$ cat src/rtl/ordering_pkg.sv
// Shared constants, output-slot type and rotate-priority pick for the ordering ID allocator.
package ordering_pkg;
  localparam int NUM_ID    = 8;
  localparam int ID_W      = $clog2(NUM_ID);
  localparam int PAYLOAD_W = 16;

  typedef struct packed {
    logic [ID_W-1:0]      id;
    logic [PAYLOAD_W-1:0] payload;
    logic                 order;
  } ord_req_t;

  // First set bit of vec at or after ptr, wrapping; 0 when vec is empty.
  // Scanning from the farthest offset down lets the nearest one win.
  function automatic logic [ID_W-1:0] pick_first(input logic [NUM_ID-1:0] vec,
                                                 input logic [ID_W-1:0] ptr);
    logic [ID_W-1:0] idx;
    logic [ID_W-1:0] sel;
    sel = '0;
    for (int i = NUM_ID - 1; i >= 0; i--) begin
      idx = ptr + ID_W'(i);
      if (vec[idx]) sel = idx;
    end
    return sel;
  endfunction
endpackage

$ cat src/rtl/ordering_id_alloc_if.sv
// Request / tagged-RX / free / status bundle of the ordering ID allocator.
interface ordering_id_alloc_if;
  import ordering_pkg::*;
  logic                 req_valid_i;
  logic [PAYLOAD_W-1:0] req_payload_i;
  logic                 req_order_i;
  logic                 req_ready_o;
  logic                 rx_valid_o;
  logic [ID_W-1:0]      rx_id_o;
  logic [PAYLOAD_W-1:0] rx_payload_o;
  logic                 rx_order_o;
  logic                 rx_ready_i;
  logic                 free_i;
  logic [ID_W-1:0]      free_id_i;
  logic [ID_W:0]        inflight_o;
  logic                 err_o;

  modport master (
    output req_valid_i, req_payload_i, req_order_i, rx_ready_i, free_i, free_id_i,
    input  req_ready_o, rx_valid_o, rx_id_o, rx_payload_o, rx_order_o, inflight_o, err_o
  );
  modport slave (
    input  req_valid_i, req_payload_i, req_order_i, rx_ready_i, free_i, free_id_i,
    output req_ready_o, rx_valid_o, rx_id_o, rx_payload_o, rx_order_o, inflight_o, err_o
  );
endinterface

$ cat src/rtl/ordering_rr_pick.sv
// Combinational round-robin pick: first requester at or after ptr, one-hot and encoded.
module ordering_rr_pick
  import ordering_pkg::*;
(
  input  logic [NUM_ID-1:0] req,
  input  logic [ID_W-1:0]   ptr,
  output logic [NUM_ID-1:0] gnt,
  output logic [ID_W-1:0]   idx,
  output logic              any
);
  always_comb begin
    any = |req;
    idx = pick_first(req, ptr);
    gnt = '0;
    if (any) gnt[idx] = 1'b1;
  end
endmodule

$ cat src/rtl/ordering_id_alloc.sv
// Free-list ID allocator feeding the ordering RX port through a one-entry output slot.
// Optional ORDERING_ID_ALLOC_CHK_EN builds the sticky double-free / in-slot-free error check.
module ordering_id_alloc
  import ordering_pkg::*;
(
  input logic               clk,
  input logic               reset,
  ordering_id_alloc_if.slave bus
);
  logic [NUM_ID-1:0] busy_q, busy_d, gnt;
  logic [ID_W-1:0]   ptr_q, pick_idx;
  logic [ID_W:0]     cnt_q;
  logic              rx_valid_q, any_free, slot_free, accept, free_hit;
  ord_req_t          slot_q;

  ordering_rr_pick u_pick (
    .req (~busy_q),
    .ptr (ptr_q),
    .gnt (gnt),
    .idx (pick_idx),
    .any (any_free)
  );

  assign slot_free   = ~rx_valid_q | bus.rx_ready_i;
  assign bus.req_ready_o = slot_free & any_free;
  assign accept      = bus.req_valid_i & bus.req_ready_o;
  assign free_hit    = bus.free_i & busy_q[bus.free_id_i];

  // Picker sees busy_q, so an ID freed this cycle can never be the one granted.
  always_comb begin
    busy_d = busy_q;
    if (free_hit) busy_d[bus.free_id_i] = 1'b0;
    if (accept)   busy_d = busy_d | gnt;
  end

  always_ff @(posedge clk) begin
    if (reset) begin
      busy_q     <= '0;
      ptr_q      <= '0;
      cnt_q      <= '0;
      rx_valid_q <= 1'b0;
      slot_q     <= '0;
    end else begin
      busy_q <= busy_d;
      case ({accept, free_hit})
        2'b10:   cnt_q <= cnt_q + 1'b1;
        2'b01:   cnt_q <= cnt_q - 1'b1;
        default: cnt_q <= cnt_q;
      endcase
      if (accept) begin
        ptr_q      <= pick_idx + 1'b1;
        rx_valid_q <= 1'b1;
        slot_q     <= '{id: pick_idx, payload: bus.req_payload_i, order: bus.req_order_i};
      end else if (bus.rx_ready_i) begin
        rx_valid_q <= 1'b0;
      end
    end
  end

`ifdef ORDERING_ID_ALLOC_CHK_EN
  logic err_q;
  always_ff @(posedge clk) begin
    if (reset) err_q <= 1'b0;
    else if (bus.free_i & (~busy_q[bus.free_id_i] |
             (rx_valid_q & ~bus.rx_ready_i & (slot_q.id == bus.free_id_i))))
      err_q <= 1'b1;
  end
  assign bus.err_o = err_q;
`else
  assign bus.err_o = 1'b0;
`endif

  assign bus.rx_valid_o   = rx_valid_q;
  assign bus.rx_id_o      = slot_q.id;
  assign bus.rx_payload_o = slot_q.payload;
  assign bus.rx_order_o   = slot_q.order;
  assign bus.inflight_o   = cnt_q;
endmodule

$ cat src/flat_wrapper.sv
// flat-port wrapper written by rule: the top's interface ports become plain ports
module ordering_id_alloc_flat import ordering_pkg::*;
  (clk, reset, bus_req_valid_i, bus_req_payload_i, bus_req_order_i, bus_rx_ready_i, bus_free_i, bus_free_id_i, bus_req_ready_o, bus_rx_valid_o, bus_rx_id_o, bus_rx_payload_o, bus_rx_order_o, bus_inflight_o, bus_err_o);
  ordering_id_alloc_if bus_i ();
  input logic clk;
  input logic reset;
  input wire logic [$bits(bus_i.req_valid_i)-1:0] bus_req_valid_i;
  input wire logic [$bits(bus_i.req_payload_i)-1:0] bus_req_payload_i;
  input wire logic [$bits(bus_i.req_order_i)-1:0] bus_req_order_i;
  input wire logic [$bits(bus_i.rx_ready_i)-1:0] bus_rx_ready_i;
  input wire logic [$bits(bus_i.free_i)-1:0] bus_free_i;
  input wire logic [$bits(bus_i.free_id_i)-1:0] bus_free_id_i;
  output wire logic [$bits(bus_i.req_ready_o)-1:0] bus_req_ready_o;
  output wire logic [$bits(bus_i.rx_valid_o)-1:0] bus_rx_valid_o;
  output wire logic [$bits(bus_i.rx_id_o)-1:0] bus_rx_id_o;
  output wire logic [$bits(bus_i.rx_payload_o)-1:0] bus_rx_payload_o;
  output wire logic [$bits(bus_i.rx_order_o)-1:0] bus_rx_order_o;
  output wire logic [$bits(bus_i.inflight_o)-1:0] bus_inflight_o;
  output wire logic [$bits(bus_i.err_o)-1:0] bus_err_o;
  assign bus_i.req_valid_i = bus_req_valid_i;
  assign bus_i.req_payload_i = bus_req_payload_i;
  assign bus_i.req_order_i = bus_req_order_i;
  assign bus_i.rx_ready_i = bus_rx_ready_i;
  assign bus_i.free_i = bus_free_i;
  assign bus_i.free_id_i = bus_free_id_i;
  assign bus_req_ready_o = bus_i.req_ready_o;
  assign bus_rx_valid_o = bus_i.rx_valid_o;
  assign bus_rx_id_o = bus_i.rx_id_o;
  assign bus_rx_payload_o = bus_i.rx_payload_o;
  assign bus_rx_order_o = bus_i.rx_order_o;
  assign bus_inflight_o = bus_i.inflight_o;
  assign bus_err_o = bus_i.err_o;
  ordering_id_alloc u_core (.clk(clk), .reset(reset), .bus(bus_i));
endmodule
$ cat config.mk
export PLATFORM = sky130hd
export DESIGN_NAME = ordering_id_alloc_flat
export DESIGN_NICKNAME = d
export VERILOG_FILES = /design/src/rtl/ordering_pkg.sv /design/src/rtl/ordering_id_alloc_if.sv /design/src/rtl/ordering_rr_pick.sv /design/src/rtl/ordering_id_alloc.sv /design/src/flat_wrapper.sv
export SDC_FILE = /design/constraint.sdc
export NUM_CORES = 1
export LEC_CHECK = 0
export ABC_AREA = 1
export ABC_CLOCK_PERIOD_IN_PS = 3100
export CORE_AREA = 3 3 112 60
export CTS_CLUSTER_DIAMETER = 60
export DETAILED_ROUTE_END_ITERATION = 16
export DIE_AREA = 0 0 115 63
export MAX_ROUTING_LAYER = met4
export PLACE_DENSITY = 0.7
export SYNTH_ARGS = -nofsm -noshare
export SYNTH_HDL_FRONTEND = slang
export SYNTH_HIERARCHICAL = 1
export SYNTH_SLANG_ARGS = --single-unit
$ cat constraint.sdc
create_clock -name clk -period 3.1 [get_ports clk]
set_input_delay 0.93 -clock clk [delete_from_list [all_inputs] [get_ports clk]]
set_output_delay 0.93 -clock clk [all_outputs]
set_load 0.02 [all_outputs]
==> run metrics, run 1 <==
status complete, no violations; # diodes 0; routability-driven placement congestion ratio roughly 1.0; hold buffer count at CTS 0; Period minus WS final approximately 3.0 ns; R2R setup slack between 0.3 and 0.4 ns; Synth Flop Type dfxtp_1; Synth Area in Simple Gates approximately 45%; largest family of logic cells by synthesized area simple AND/OR/NAND/NOR gates; register area share after synthesis just under 30%; Initial Utilization 41.9%; commonest cells in the netlist nand2_1, a21oi_1, dfxtp_1; Layout Area Growth over Synthesis 32.0%; crit path kind input pin to register; Placement Rows 20; Ports 52; Slew Limit Fails 0; Worst EP arrival approximately 3.2 ns; total global-route track usage about a fifth; share of the synthesized area in the top cell type 29.1%; Die ar. slightly above 7000 um^2; Synth cell types 28; detailed placer's ending HPWL about 5.4 mm; I/O Buffers 50; Slew @ Worst Pin between 0.5 and 0.6 ns; Worst setup SP type input pin; Total Wirelength 6.93 mm; drc violations 0; clk sink count 36; CTS tree built; postcts setup bufs 0; worst reg2reg path depth 15; syn_nets 400; hold slack 0.461 ns; Clock transition at path regs about 0.050 ns; Max Clock Freq 335 MHz; maximum root-to-sink buffer count 2; H-Tree Depth 2; total power draw between 2 and 3 mW; Max Cap Violations 0; Slew Limit Headroom 64.0%; yosys warns 6; Util after Layout roughly 55%; grt ovf 0; Leak 1.45 nW; CTS resizes 1; xor and xnor area share after synthesis between 2 and 2.5%; largest net degree at the start of global routing 33; type of the most critical hold path register to register; Synth async-reset ratio 0%; Max rail drop VDD about 0.00035 V; CP Capture Type register; period utilization between 90 and 100%; post-synthesis area per instance 6.71 um^2; cell with the most instances after synthesis nand2_1; Compound-Gate Fraction of Synth Area roughly a tenth; Worst Skew 0.00317 ns; Synth Area in Adders 3.03%; final hold vios 0; first-pass GRT wire length between 10 and 15 mm; Synth Instances 369; Chip Height about 63 um; DR WL/cell 13.7 um; Vias/cell between 4 and 5; pwr/cell area ~810 nW/um^2; largest fanout on the critical path 10; vias in the first global route roughly 2400; share of layout cells above drive strength 1 between 10% and 20%; Worst-Skew Late Latency 0.28 ns; antenna-violating nets left 0; final setup vio count 0; Post-synth EDFFs 0; root buf cell clkbuf_16; Core Box Area 5910 um^2; area leader, netlist dfxtp_1; Iteration-0 DRC Markers around 210; hold path cells 2; Nets approximately 460; Synth area leaders dfxtp_1, nand2_1, a21oi_1; initial antenna violation count 0; Seq cells post-synth 36; vias post-DR approximately 2500; TritonCTS Buffers 5; Die Wd around 120 um; DRT Pass-1 Iters 5; Worst EP required approximately 3.3 ns; Cell Area, Synth approximately 2500 um^2; mux contribution to synthesized area 0%
==> state kept, by name, summed over array words and instances, names as in the netlist <==
signal,flops
u_core/bus.rx_id_o,3
u_core/busy_q,8
u_core/bus.rx_valid_o,1
u_core/bus.rx_order_o,1
u_core/bus.inflight_o,4
u_core/bus.rx_payload_o,16
u_core/ptr_q,3
==> critical path, cell delays in order <==
cell,delay (ns)
clkdlybuf4s50_1,0.46
buf_4,0.16
inv_2,0.07
nand4_1,0.06
nand2_1,0.07
nor2_2,0.15
a21oi_2,0.08
buf_4,0.14
ha_1,0.22
xor2_2,0.16
ha_1,0.21
a21oi_2,0.12
xnor2_1,0.07
o21ai_0,0.18
inv_1,0.07
==> metrics by stage <==
stage	TNS, ns	area (um^2)	setup slack [ns]	cells
4_1_cts	0	3240	0.000993	505
3_5_place_dp	-0.747	3110	-0.292	498
3_3_place_gp	-0.351	3110	-0.128	498
2_1_floorplan	0	2480	0.403	369
5_1_grt	-0.0300	3270	-0.0238	505
6_report	0	3270	0.112	505
==> cells in the final DEF (no fill, tap or decap), drive strengths merged <==
| cell | Yosys | routed |
|---|---|---|
| conb | 1 | 1 |
| xor2 | 4 | 4 |
| buf | 12 | 18 |
| nand2 | 127 | 127 |
| o21ai | 7 | 7 |
| nor2 | 24 | 24 |
| nor4 | 2 | 2 |
| clkdlybuf4s50 | 0 | 47 |
| xnor2 | 3 | 3 |
| clkbuf | 4 | 6 |
| clkinv | 0 | 1 |
| a21oi | 40 | 40 |
| inv | 40 | 40 |
| dfxtp | 36 | 36 |
| ha | 6 | 6 |
| dlygate4sd2 | 0 | 1 |
| nand3 | 51 | 51 |
| nand4 | 6 | 6 |
| nor3 | 6 | 6 |
| dlymetal6s2s | 0 | 2 |
==> routing by layer <==
metal	part of all wire (%)	global-route usage, %	vias up
li1	-	-	1294
met1	52	31.7	1126
met2	39	26.7	92
met4	0.29	3.07	0
met3	8.8	6.96	4
met5	0	-	-
==> kinds of logic (layout without fill, tap and decap cells) <==
family,after synthesis,count (layout)
AOI/OAI and AO/OA,47,47
xor gates and xnor gates,7,7
adders and majority gates,6,6
buffers and inverters,56,115
DFF,36,36
other,1,1
and+or+nand+nor,216,216
==> cell type report <==
class,instances,area (um^2)
Clock inverter,1,5.00
Sequential cell,36,721
Multi-Input combinational cell,277,1530
Fill cell,557,2640
Inverter,40,155
Timing Repair Buffer,68,639
Clock buffer,6,129
Tap cell,77,96.3
==> path summary, 6_finish.rpt <==
check | start | end
max | bus_free_id_i[0] | u_core/bus.inflight_o[2]
min | u_core/bus.rx_payload_o[0] | u_core/bus.rx_payload_o[0]
max reg2reg | u_core/ptr_q[0] | u_core/ptr_q[2]
min reg2reg | u_core/bus.rx_payload_o[0] | u_core/bus.rx_payload_o[0]
==> where the power goes <==
part | leakage [nW] | internal, mW | switching [mW]
sequential | 0.295 | 0.535 | 0.0690
clock | 0.0667 | 0.292 | 0.189
combinational | 1.09 | 0.550 | 1.02
Power figures use the tool's default switching activity.
==> run 2, diff against run 1 <==
- ABC_CLOCK_PERIOD_IN_PS: 3100 -> 3300
- clock period: 3.1 -> 3.3 ns (I/O delays scaled with it)
==> run metrics, run 2 (synthesis gave the netlist of run 1 again) <==
largest fanout on the critical path 4 (was 10); reg-to-reg endpoint u_core/ptr_q[2] (unchanged); I/O Buffers 50 (unchanged); Critical path origin bus_free_id_i[2] (was bus_free_id_i[0]); grt ovf 0 (unchanged); total power draw 2.60 mW (was 2.65 mW); Slew Limit Fails 0 (unchanged); slowest stage delay, CP 0.52 ns (was 0.46 ns); Layout Area Growth over Synthesis 32.7% (was 32.0%); DR WL/cell 13.9 um (was 13.7 um); routability-driven placement congestion ratio 1.01 (was 1.05); CP cell instances clkdlybuf4s50_1 -> inv_2 -> nor2_1 -> nand2_1 -> nor2_1 -> nor2_2 -> a21oi_1 -> buf_4 -> ha_2 -> xor2_2 -> ha_1 -> a21oi_1 -> xnor2_1 -> o21ai_0 -> inv_1 (was clkdlybuf4s50_1 -> buf_4 -> inv_2 -> nand4_1 -> nand2_1 -> nor2_2 -> a21oi_2 -> buf_4 -> ha_1 -> xor2_2 -> ha_1 -> a21oi_2 -> xnor2_1 -> o21ai_0 -> inv_1); Core Box Area 5910 um^2 (unchanged); Clock transition at path regs 0.06 ns (was 0.05 ns); RSZ-0062 raised after global routing no; Nets 458 (was 459); Ports 52 (unchanged); final setup vio count 0 (unchanged); Final WS setup 0.206 ns (was 0.112 ns); root buf cell clkbuf_16 (unchanged); Chip Height 63 um (unchanged); Critical R2R Launch u_core/ptr_q[0] (unchanged); TritonCTS Buffers 5 (unchanged); Worst path slowest cell clkdlybuf4s50_1 (unchanged); DRT Pass-1 Iters 5 (unchanged); met3 Track Usage GR 6.00% (was 6.96%); first-pass GRT wire length 12.0 mm (was 11.7 mm); Worst EP required 3.47 ns (was 3.27 ns); crit path kind input pin to register (unchanged); post-placement setup slack -0.0774 ns (was -0.292 ns); Worst-Skew Late Latency 0.28 ns (about the same); vias post-DR 2567 (was 2516); Die ar. 7250 um^2 (unchanged); worst reg2reg path depth 15 (unchanged); Initial Utilization 41.9% (unchanged); Reg area 721 um^2 (unchanged); CP Capture Type register (unchanged); Worst Skew 0.00586 ns (was 0.00317 ns); met2 GRT Util 28.8% (was 26.7%); Period minus WS final ~3.1 ns; Max Clock Freq roughly 320 MHz; area occupied by multi-input gates 1510 um^2 (was 1530 um^2); final hold vios 0 (unchanged); Die Wd 115 um (unchanged); Placement Rows 20 (unchanged); clk sink count 36 (unchanged); Hold Startpoint u_core/bus.rx_payload_o[4] (was u_core/bus.rx_payload_o[0]); most frequent cells in the layout nand2_1, clkdlybuf4s50_1, a21oi_1, dfxtp_1, nand3_1 (unchanged); H-Tree Depth 2 (unchanged); layer with the highest usage met1 (unchanged); # diodes 0 (unchanged); share of layout cells above drive strength 1 18.9% (was 19.9%); largest net degree at the start of global routing 25 (was 33); Max rail drop VDD 0.000287 V (was 0.000345 V); period utilization 93.8%; pwr/cell area 791 nW/um^2 (was 811 nW/um^2); Fill cells 578 (was 557); maximum root-to-sink buffer count 2 (unchanged); Worst EP arrival 3.26 ns (was 3.16 ns); total global-route track usage 21.2% (was 20.9%); Crit path depth 15 (unchanged); max FFs per register 16 (unchanged); Worst setup SP type input pin (unchanged); Buf/Inv on CP 4 (was 5); Total Wirelength 7.01 mm (was 6.93 mm); Vias/cell 5.08 (was 4.98); placed instance count 497 (was 498); Iteration-0 DRC Markers 254 (was 206); most common cell after layout, fill and taps aside nand2_1 (unchanged); vias in the first global route 2515 (was 2397); Non-Filler Instances 505 (unchanged); type of the most critical hold path register to register (unchanged); Leak 1.45 nW (about the same); CTS tree built (unchanged); CP endpoint u_core/bus.inflight_o[2] (unchanged); met1 Use GR 31.4% (was 31.7%); status complete, no violations (unchanged); drc violations 0 (unchanged); antenna-violating nets left 0 (unchanged); Max Cap Violations 0 (unchanged); setup TNS 0 ns (unchanged); R2R setup slack 0.52 ns (was 0.32 ns); initial antenna violation count 0 (unchanged); Top Family by Delay on Critical Path buffers and inverters (unchanged); postcts setup bufs 0 (unchanged); detailed placer's ending HPWL 5.39 mm (was 5.37 mm)
[run 2: cell types whose count changed in the layout (fill, tap and decap cells not counted), moves of 2 or more]
cell / previous run / this run
buf_4: 18 / 16
a21oi_2: 2 / 0
clkdlybuf4s50_1: 47 / 49
a21oi_1: 38 / 40
nor2_1: 18 / 20
nor2_2: 5 / 3
[run 2: worst min-delay path by stage]
stage	depth (start not counted)	to	slack (ns)
after CTS	2	u_core/bus.rx_payload_o[14]	0.46
after detailed placement	2	u_core/bus.rx_payload_o[14]	0.45
after global placement	2	u_core/bus.rx_payload_o[11]	0.45
final	2	u_core/bus.rx_payload_o[4]	0.46
after floorplan	2	u_core/busy_q[5]	0.44
after global routing	2	u_core/bus.rx_payload_o[4]	0.49
[run 2: repair_timing]
item | CTS | global route
gates resized for setup | 0 | 3
hold buffers | 0 | 0
endpoints found under the setup margin | 0 | 4
[run 2: area by class of cell]
type	instances	area share [%]
multi-input cells	277	45.9
inverters	40	4.72
clock inverters	2	1.07
flip-flops and latches	36	21.9
clock buffers	6	3.92
well taps	77	2.93
repair buffers	67	19.6
[run 2: worst min-delay path, cell delays in order, from the launching register on]
cell	delay [ns]
dfxtp_1	0.30
nand2_1	0.06
a21oi_1	0.05
[run 2: per-layer routing]
| metal | routed length, um | share of wire, % | up-vias |
|---|---|---|---|
| li1 | - | - | 1297 |
| met1 | 3590 | 51 | 1155 |
| met2 | 2790 | 40 | 113 |
| met3 | 625 | 8.9 | 2 |
| met4 | 8 | 0.11 | 0 |
| met5 | 0 | 0 | - |
[run 2: power breakdown]
part / switching, mW / total (mW) / internal [mW]
combinational: 0.982 / 1.50 / 0.519
sequential: 0.0665 / 0.569 / 0.502
clock: 0.176 / 0.531 / 0.355
total: 1.22 / 2.60 / 1.38
[run 2: through the flow]
stage,utilization (%),hold slack (ns),cell area [um^2]
floorplan,-,0.439,2480
global placement,52.7,0.450,3110
detailed placement,52.7,0.455,3110
CTS,55.4,0.464,3270
global route,55.7,0.490,3290
finish,55.7,0.462,3290
==> edit (config.mk and constraints of run 1) <==
`PAYLOAD_W`: 16 -> 20.
--- a/src/rtl/ordering_pkg.sv
+++ b/src/rtl/ordering_pkg.sv
@@ -2,7 +2,7 @@
 package ordering_pkg;
   localparam int NUM_ID    = 8;
   localparam int ID_W      = $clog2(NUM_ID);
-  localparam int PAYLOAD_W = 16;
+  localparam int PAYLOAD_W = 20;
 
   typedef struct packed {
     logic [ID_W-1:0]      id;
Ports: changed (resized bus_req_payload_i and bus_rx_payload_o); port bits go from 52 to 60. The function was not compared with the original's and may differ.
==> edit against run 1 <==
Non-clock buffer count up 9; global-route usage up 1.2 points; setup slack worse by 39 ps; fmax down 1.3%; sequential cell count up 4; power about the same; wire length up 8.6%; cell area up 12%; clock skew down 0.88 ps; sequential power up 9.3%; critical path depth down 1; area after synthesis up 13%; register-to-register slack better by 20 ps; clock power up 9.8%; highest routed layer unchanged.
==> edit: results <==
[route]
met3_length_um = 675
drt-met1-wl_um = 3826
wl_per_cell_um = 14.26
viasPerCell = 5.195
drt_iter0_drc = 212
dr.pass1.iters = 5
finalWirelength_um = 7529
met2WireLength_um = 2967

[layout]
largest_reg_flops = 20
num_antenna_cells = 0
nets = 486
drive_gt1_share_pct = 28.38

[placed_design]
place_inst = 520
dp_slack_ps = -350.6
dp_hpwl_um = 5600
placed_area_um2 = 3463
io_buffers = 58
globalplace.congestion = 0.9542

[clock_tree]
cts_made_buffers = 5
post_cts.repair.setup_buffers = 0
clk_pin_slew_worst_paths_ps = 50
cts.path.max_buffers = 2
ctsResizeCount = 4

[logic_synthesis]
async_flop_share_pct = 0
syn_nets = 421
synth_compound_gate_area_share_pct = 12.00
synth-xor-area-share_pct = 2.186
synth_area_leaders = "dfxtp_1 (29%), nand2_1 (13%), nand3_2 (7.1%)"
synth_edf_count = 0
synth_adder_area_share_pct = 2.676
ys_types = 32
synth_cells = 386
synth_commonest_cells = "nand2_1 (99), dfxtp_1 (40), nand3_1 (31), nand2_2 (28), inv_1 (26)"
synth_seq_area_share_pct = 28.55
synth_mux_area_share_pct = 0
yosys_warnings = 6

[min_path]
hold_class = "reg2reg"

[grt]
grt_max_degree = 30
grt_pass1_wl_um = 12500
grt_pass1_vias = 2611
use_met1_pct = 32.98
grt_use_met2_pct = 29.32
gr-usage-all-layers_pct = 22.04
grt_use_met3_pct = 6.963
antenna_found_initial = 0

[pwr]
ir_drop_v = 0.0002763
p_leak_uw = 0.001530
swShare_pct = 45.33

[worst_setup_path]
worstPathArrival_ps = 3200
crit_path_top_delay_cell = "clkdlybuf4s50_1"
cp_max_fo = 9

[status]
status = "complete, no violations"

[sta]
clock_skew_ps = 2.295
setup_viol = 0
worstMarginPinSlew_ps = 698.5
edit: changes by cell type in the layout (fill, tap and decap cells not counted), sizes merged, moves of 3 or more:
| cell | run 1 | this run |
|---|---|---|
| nand2 | 127 | 136 |
| clkdlybuf4s50 | 47 | 54 |
| a21oi | 40 | 44 |
| dfxtp | 36 | 40 |
| inv | 40 | 37 |
edit: worst paths after layout:
| path | startpoint | to | slack [ps] | depth (start not counted) |
|---|---|---|---|---|
| worst max register to register | u_core/ptr_q[0] | u_core/ptr_q[2] | 340 | 15 |
| worst max-delay path | bus_free_id_i[0] | u_core/bus.inflight_o[2] | 70 | 14 |
| worst min register to register | u_core/bus.rx_payload_o[2] | u_core/bus.rx_payload_o[2] | 460 | 2 |
| worst min-delay path | u_core/bus.rx_payload_o[2] | u_core/bus.rx_payload_o[2] | 460 | 2 |
edit: critical path: cells and delay by family:
| kind | cells | cell delay [ps] |
|---|---|---|
| AOI/OAI and AO/OA | 3 | 390 |
| and+or+nand+nor | 3 | 280 |
| adders and majority gates | 2 | 440 |
| buffers and inverters | 4 | 830 |
| xor gates and xnor gates | 2 | 320 |
edit: area by class of cell:
| cell class | count | area, um2 |
|---|---|---|
| Fill cell | 546 | 2258 |
| Multi-Input combinational cell | 290 | 1718 |
| Sequential cell | 40 | 800.8 |
| Timing Repair Buffer | 77 | 730.7 |
| Clock buffer | 7 | 152.6 |
| Inverter | 37 | 148.9 |
| Tap cell | 77 | 96.34 |
edit: power by group through the flow:
stage	Combinational (uW)	Clock (uW)	Sequential [uW]
after floorplan	1080	0	687
after global routing	1620	576	671
after global placement	1400	0	663
after CTS	1440	539	656
final	1470	527	660
after detailed placement	1430	0	664
